`config.mk`:
```
export PLATFORM = sky130hd
export DESIGN_NAME = uart_tx_sched_flat
export DESIGN_NICKNAME = d
export VERILOG_FILES = /design/src/rtl/uart_pkg.sv /design/src/rtl/uart_tx_sched_if.sv /design/src/rtl/uart_baud_cnt.sv /design/src/rtl/uart_tx_sched.sv /design/src/flat_wrapper.sv
export SDC_FILE = /design/constraint.sdc
export NUM_CORES = 1
export LEC_CHECK = 0
export ABC_AREA = 1
export BUFFER_PORTS_ARGS = -buffer_cell sky130_fd_sc_hd__buf_2
export CAP_MARGIN = 40
export CORE_UTILIZATION = 55
export CTS_CLUSTER_DIAMETER = 100
export CTS_CLUSTER_SIZE = 28
export DETAILED_ROUTE_END_ITERATION = 10
export GPL_ROUTABILITY_DRIVEN = 1
export PLACE_DENSITY = 0.78
export SYNTH_ARGS = -nofsm -noshare
export SYNTH_HDL_FRONTEND = slang
export SYNTH_SLANG_ARGS = --single-unit
```
`constraint.sdc`:
```
create_clock -name clk_50m -period 2 [get_ports clk_50m]
set_input_delay 0.3 -clock clk_50m [delete_from_list [all_inputs] [get_ports clk_50m]]
set_output_delay 0.3 -clock clk_50m [all_outputs]
set_load 0.02 [all_outputs]
```
`src/rtl/uart_pkg.sv`:
```
// Shared definitions for the shared UART transmitter: FSM encoding and baud sizing.
package uart_pkg;

  typedef enum logic [1:0] {
    IDLE  = 2'd0,
    START = 2'd1,
    DATA  = 2'd2,
    STOP  = 2'd3
  } tx_state_e;

  // Clock cycles per bit; integer truncation is intentional.
  function automatic int calc_div(input int clk_freq, input int baud);
    return clk_freq / baud;
  endfunction

  function automatic int cnt_width(input int div);
    return (div <= 2) ? 1 : $clog2(div);
  endfunction

endpackage

```
`src/rtl/uart_tx_sched_if.sv`:
```
// Valid/ready byte handshakes of the two requesters feeding the shared transmitter.
interface uart_tx_sched_if;

  logic       req0_valid;
  logic [7:0] req0_data;
  logic       req0_ready;
  logic       req1_valid;
  logic [7:0] req1_data;
  logic       req1_ready;

  modport master (
    output req0_valid, req0_data, req1_valid, req1_data,
    input  req0_ready, req1_ready
  );

  modport slave (
    input  req0_valid, req0_data, req1_valid, req1_data,
    output req0_ready, req1_ready
  );

endinterface

```
`src/rtl/uart_baud_cnt.sv`:
```
// Bit-period counter: counts 0..DIV-1, wraps, and flags the last cycle of each bit.
module uart_baud_cnt
  import uart_pkg::*;
#(
  parameter int DIV = 434,
  parameter int W   = cnt_width(DIV)
) (
  input  logic clk,
  input  logic rst,
  input  logic clear,
  output logic bit_end
);

  localparam logic [W-1:0] LAST = W'(DIV - 1);

  logic [W-1:0] cnt;

  always_ff @(posedge clk) begin
    if (rst || clear) begin
      cnt <= '0;
    end else if (cnt == LAST) begin
      cnt <= '0;
    end else begin
      cnt <= cnt + 1'b1;
    end
  end

  assign bit_end = (cnt == LAST);

endmodule

```
`src/rtl/uart_tx_sched.sv`:
```
// Round-robin scheduler for two byte sources sharing one 8N1 UART transmit line.
module uart_tx_sched
  import uart_pkg::*;
#(
  parameter int CLK_FREQ = 50000000,
  parameter int BAUD     = 115200
) (
  input  logic           clk_50m,
  input  logic           rst,
  uart_tx_sched_if.slave bus,
  output logic           txd,
  output logic           busy,
  output logic           gnt_id
);

  localparam int DIV = calc_div(CLK_FREQ, BAUD);
  localparam int CW  = cnt_width(DIV);

  tx_state_e  state, state_n;
  logic [2:0] bit_idx, bit_idx_n;
  logic [7:0] shift_reg, shift_n;
  logic       txd_q, txd_n;
  logic       gnt_q, gnt_n;
  logic       last_served, last_n;
  logic       bit_end;
  logic       idle;

  assign idle = (state == IDLE);

  // On contention the requester that was not served last wins.
  assign bus.req0_ready = idle & bus.req0_valid & (~bus.req1_valid | last_served);
  assign bus.req1_ready = idle & bus.req1_valid & (~bus.req0_valid | ~last_served);

  // Held clear while idle so every frame's start bit begins from count 0.
  uart_baud_cnt #(.DIV(DIV), .W(CW)) u_baud (
    .clk     (clk_50m),
    .rst     (rst),
    .clear   (idle),
    .bit_end (bit_end)
  );

  always_ff @(posedge clk_50m) begin
    if (rst) begin
      state       <= IDLE;
      bit_idx     <= 3'd0;
      shift_reg   <= 8'd0;
      txd_q       <= 1'b1;
      gnt_q       <= 1'b0;
      last_served <= 1'b1;
    end else begin
      state       <= state_n;
      bit_idx     <= bit_idx_n;
      shift_reg   <= shift_n;
      txd_q       <= txd_n;
      gnt_q       <= gnt_n;
      last_served <= last_n;
    end
  end

  // txd is computed for the next state so the line level changes on the same edge as the state.
  always_comb begin
    state_n   = state;
    bit_idx_n = bit_idx;
    shift_n   = shift_reg;
    txd_n     = txd_q;
    gnt_n     = gnt_q;
    last_n    = last_served;
    unique case (state)
      IDLE: begin
        txd_n = 1'b1;
        if (bus.req0_ready || bus.req1_ready) begin
          state_n   = START;
          shift_n   = bus.req1_ready ? bus.req1_data : bus.req0_data;
          gnt_n     = bus.req1_ready;
          last_n    = bus.req1_ready;
          bit_idx_n = 3'd0;
          txd_n     = 1'b0;
        end
      end
      START: begin
        if (bit_end) begin
          state_n   = DATA;
          bit_idx_n = 3'd0;
          txd_n     = shift_reg[0];
          shift_n   = {1'b0, shift_reg[7:1]};
        end
      end
      DATA: begin
        if (bit_end) begin
          if (bit_idx == 3'd7) begin
            state_n = STOP;
            txd_n   = 1'b1;
          end else begin
            bit_idx_n = bit_idx + 3'd1;
            txd_n     = shift_reg[0];
            shift_n   = {1'b0, shift_reg[7:1]};
          end
        end
      end
      STOP: begin
        if (bit_end) begin
          state_n = IDLE;
          txd_n   = 1'b1;
        end
      end
      default: begin
        state_n = IDLE;
        txd_n   = 1'b1;
      end
    endcase
  end

  assign txd    = txd_q;
  assign busy   = ~idle;
  assign gnt_id = gnt_q;

endmodule
```
`src/flat_wrapper.sv`:
```
// flat-port wrapper written by rule: the top's interface ports become plain ports
module uart_tx_sched_flat import uart_pkg::*;
#(
  parameter int CLK_FREQ = 50000000,
  parameter int BAUD     = 115200
)
  (clk_50m, rst, txd, busy, gnt_id, bus_req0_valid, bus_req0_data, bus_req1_valid, bus_req1_data, bus_req0_ready, bus_req1_ready);
  uart_tx_sched_if bus_i ();
  input  logic clk_50m;
  input  logic rst;
  output logic txd;
  output logic busy;
  output logic gnt_id;
  input wire logic [$bits(bus_i.req0_valid)-1:0] bus_req0_valid;
  input wire logic [$bits(bus_i.req0_data)-1:0] bus_req0_data;
  input wire logic [$bits(bus_i.req1_valid)-1:0] bus_req1_valid;
  input wire logic [$bits(bus_i.req1_data)-1:0] bus_req1_data;
  output wire logic [$bits(bus_i.req0_ready)-1:0] bus_req0_ready;
  output wire logic [$bits(bus_i.req1_ready)-1:0] bus_req1_ready;
  assign bus_i.req0_valid = bus_req0_valid;
  assign bus_i.req0_data = bus_req0_data;
  assign bus_i.req1_valid = bus_req1_valid;
  assign bus_i.req1_data = bus_req1_data;
  assign bus_req0_ready = bus_i.req0_ready;
  assign bus_req1_ready = bus_i.req1_ready;
  uart_tx_sched #(.CLK_FREQ(CLK_FREQ), .BAUD(BAUD)) u_core (.clk_50m(clk_50m), .rst(rst), .bus(bus_i), .txd(txd), .busy(busy), .gnt_id(gnt_id));
endmodule
```
==> run_results.csv <==
group,metric,value,unit
status,status,"finished, final reports clean",
synthesis,synth-compound-area-share,5.12,%
placed_design,dp_hpwl,2240,microns
clock_tree,cts_tree,"yes",
floorplanning,core-area,2540,sq um
floorplanning,dieArea,2970,sq um
detailed_routing,remaining_drc_errors,0,
run,drv_cap,0,
timing,fin_skew,0.00418,ns
grt,grt_usage,21.4,%
clock_tree,insertion_delay,0.32,ns
synthesis,ys_warn_count,0,
floorplanning,die_w,54.5,microns
layout,fin_area,1700,sq um
setup_path,crit_path_end_kind,"primary output",
pwr,seqPwrFrac,33.0,%
synthesis,synthXorXnorAreaFrac,0.578,%
worst_hold_path,hold_path_class,"in -> reg",
timing,tightest_slew,0.446,ns
layout,drive_gt1_share,15.6,%
grt,grt_max_degree,17,
floorplanning,start_util,59.5,%
timing,hold_ws,0.154,ns
synthesis,synth_fa_ha_area_share,7.43,%
timing,setup_ws,0.133,ns
synthesis,ys_seq_elements,25,
clock_tree,hold_buffers,0,
detailed_routing,finalWirelength,2900,microns
clock_tree,numCtsBuffers,3,
timing,fin_crit_sh,93.4,%
placed_design,numPortBuffers,24,
setup_path,cp.required,1.70,ns
clock_tree,clock-sinks,25,
placed_design,place_area,1660,sq um
floorplanning,num_rows,18,
synthesis,synth_top_family_by_area,"simple AND/OR/NAND/NOR gates",
floorplanning,io_pins,25,
pwr,p_clk_share,10.4,%
timing,final_max_slew_viol_count,0,
detailed_routing,drtIter0Drc,33,
detailed_routing,top_layer,"met4",
synthesis,yosysUniqueCellTypes,23,
layout,syn2layout_area_growth,12.2,%
setup_path,crit_path_start_kind,"register",
synthesis,ys_seq_area_share,33.0,%
timing,rsz0062_at_grt,"no",
floorplanning,die_h,54.5,microns
pwr,worst_ir_drop_vdd,0.000858,V
timing,maxSlewHeadroom,70.1,%
pwr,p_leak,0.925,nW
clock_tree,clk_pin_slew,0.15,ns
layout,antenna_cells,0,
setup_path,crit_fanout,12,
detailed_routing,viasPerCell,4.70,
detailed_routing,m1WireLength,1630,microns
pwr,p_switching,1.09,mW
synthesis,yosys.area_share.simple,40.8,%
grt,grt_pass1_vias,1153,
grt,antenna_found_initial,0,
layout,fin_util,66.8,%
pwr,p_sw_share,47.6,%
synthesis,synth_nets,273,
detailed_routing,route.met2.wl,1150,microns
clock_tree,clock_path_buffers,2,
pwr,pwr-share-comb,56.6,%
setup_path,critPathArrivalTime,1.57,ns
grt,gr-total-overflow,0,
grt,grt_first_pass_wirelength,4690,microns
timing,fin_tns_setup,0,ns
setup_path,path_class,"reg -> out",
detailed_routing,wl_met3,101,microns
synthesis,syn_avg_cell_area,6.21,sq um
layout,final_common_cell,"nand2_1",
detailed_routing,drtAntennaViolNets,0,
clock_tree,cts_setup_buffers,0,
detailed_routing,wl_per_cell,9.67,microns
layout,nNetsFinal,300,
layout,final_cell_mix,"nand2_1 (70), inv_1 (43), nor2_1 (35)",
detailed_routing,firstDrtPassIters,4,
placed_design,place.gp.congestion,0.784,
synthesis,synth_mux_area_share,0,%
timing,timing.fmax,0.536,GHz
layout,largest_reg_flops,9,
timing,hold_viol,0,
timing,setup_viol,0,
pwr,p_int,1.20,mW
pwr,power_density,1350,nW/um^2
detailed_routing,num_vias,1410,
synthesis,netlist_area,1520,sq um
synthesis,syn_inst,244,
clock_tree,root_buffer,"clkbuf_4",
clock_tree,htree_levels,1,
placed_design,place_ws,0.256,ns
timing,period_minus_slack,1.87,ns
[per-layer routing]
layer / vias to the layer above / GRT usage (%)
met4: 0 / 3.85
li1: 788 / -
met2: 27 / 34.6
met5: - / 0
met1: 593 / 30.4
met3: 2 / 2.78
[worst paths after layout]
check | startpoint | endpoint | slack (ns) | cells past startpoint
hold reg to reg | u_core.u_baud.cnt[3] | u_core.u_baud.cnt[3] | 0.48 | 2
hold / removal | rst | u_core.gnt_id | 0.15 | 2
setup / recovery | u_core.state[1] | bus_req1_ready | 0.13 | 7
setup reg to reg | u_core.state[0] | u_core.shift_reg[1] | 0.31 | 8
[logic make-up (layout without fill, tap and decap cells)]
group	Yosys count	in the layout
xor+xnor	1	1
flops	25	25
buf+inv	50	76
simple gates	144	144
fa+ha+maj	9	9
compound gates	15	15
[cell usage after synthesis, drive strengths merged]
cell    number  area share, %
a21oi       11            3.6
ha           9            7.4
nor3b        2           0.99
nand2       77             21
nor2        36            9.1
xnor2        1           0.58
clkinv       1           0.25
buf          3            1.4
o21ai        3           0.99
nor3         1           0.33
or2          2           0.83
nand3       24            7.9
clkbuf       1           0.25
inv         45             11
dfxtp       25             33
nand3b       1           0.50
o211ai       1           0.50
nand4        1           0.41
[power by group through the flow]
stage | logic (mW) | clock network (mW) | registers, mW
after floorplan | 1.04 | 0 | 0.763
after global placement | 1.27 | 0 | 0.764
after detailed placement | 1.28 | 0 | 0.771
after CTS | 1.29 | 0.241 | 0.757
after global routing | 1.51 | 0.256 | 0.776
final | 1.30 | 0.238 | 0.756
[layout make-up]
type                    count  area, sq um
clock buffers               3         22.5
clock inverters             1         7.51
fillers                   254          845
inverters                  46          173
multi-input cells         169          825
flip-flops and latches     25          500
well taps                  30         37.5
repair buffers             26          135
[critical path: stages, from the launching register on]
cell     delay [ns]
dfxtp_1        0.35
inv_1          0.12
ha_1           0.21
nand2_1        0.08
inv_2          0.13
nand2_4        0.12
inv_1          0.07
buf_2          0.15
[metrics by stage]
stage	total power [mW]	std cells
3_5_place_dp	2.05	296
5_1_grt	2.54	300
3_3_place_gp	2.03	296
4_1_cts	2.29	300
6_report	2.29	300
2_1_floorplan	1.81	244
[what timing repair did]
action / in CTS / in global routing
cloned: 0 / 0
gates resized for setup: 2 / 1
endpoints found under the setup margin: 1 / 1
Power figures use the tool's default switching activity.
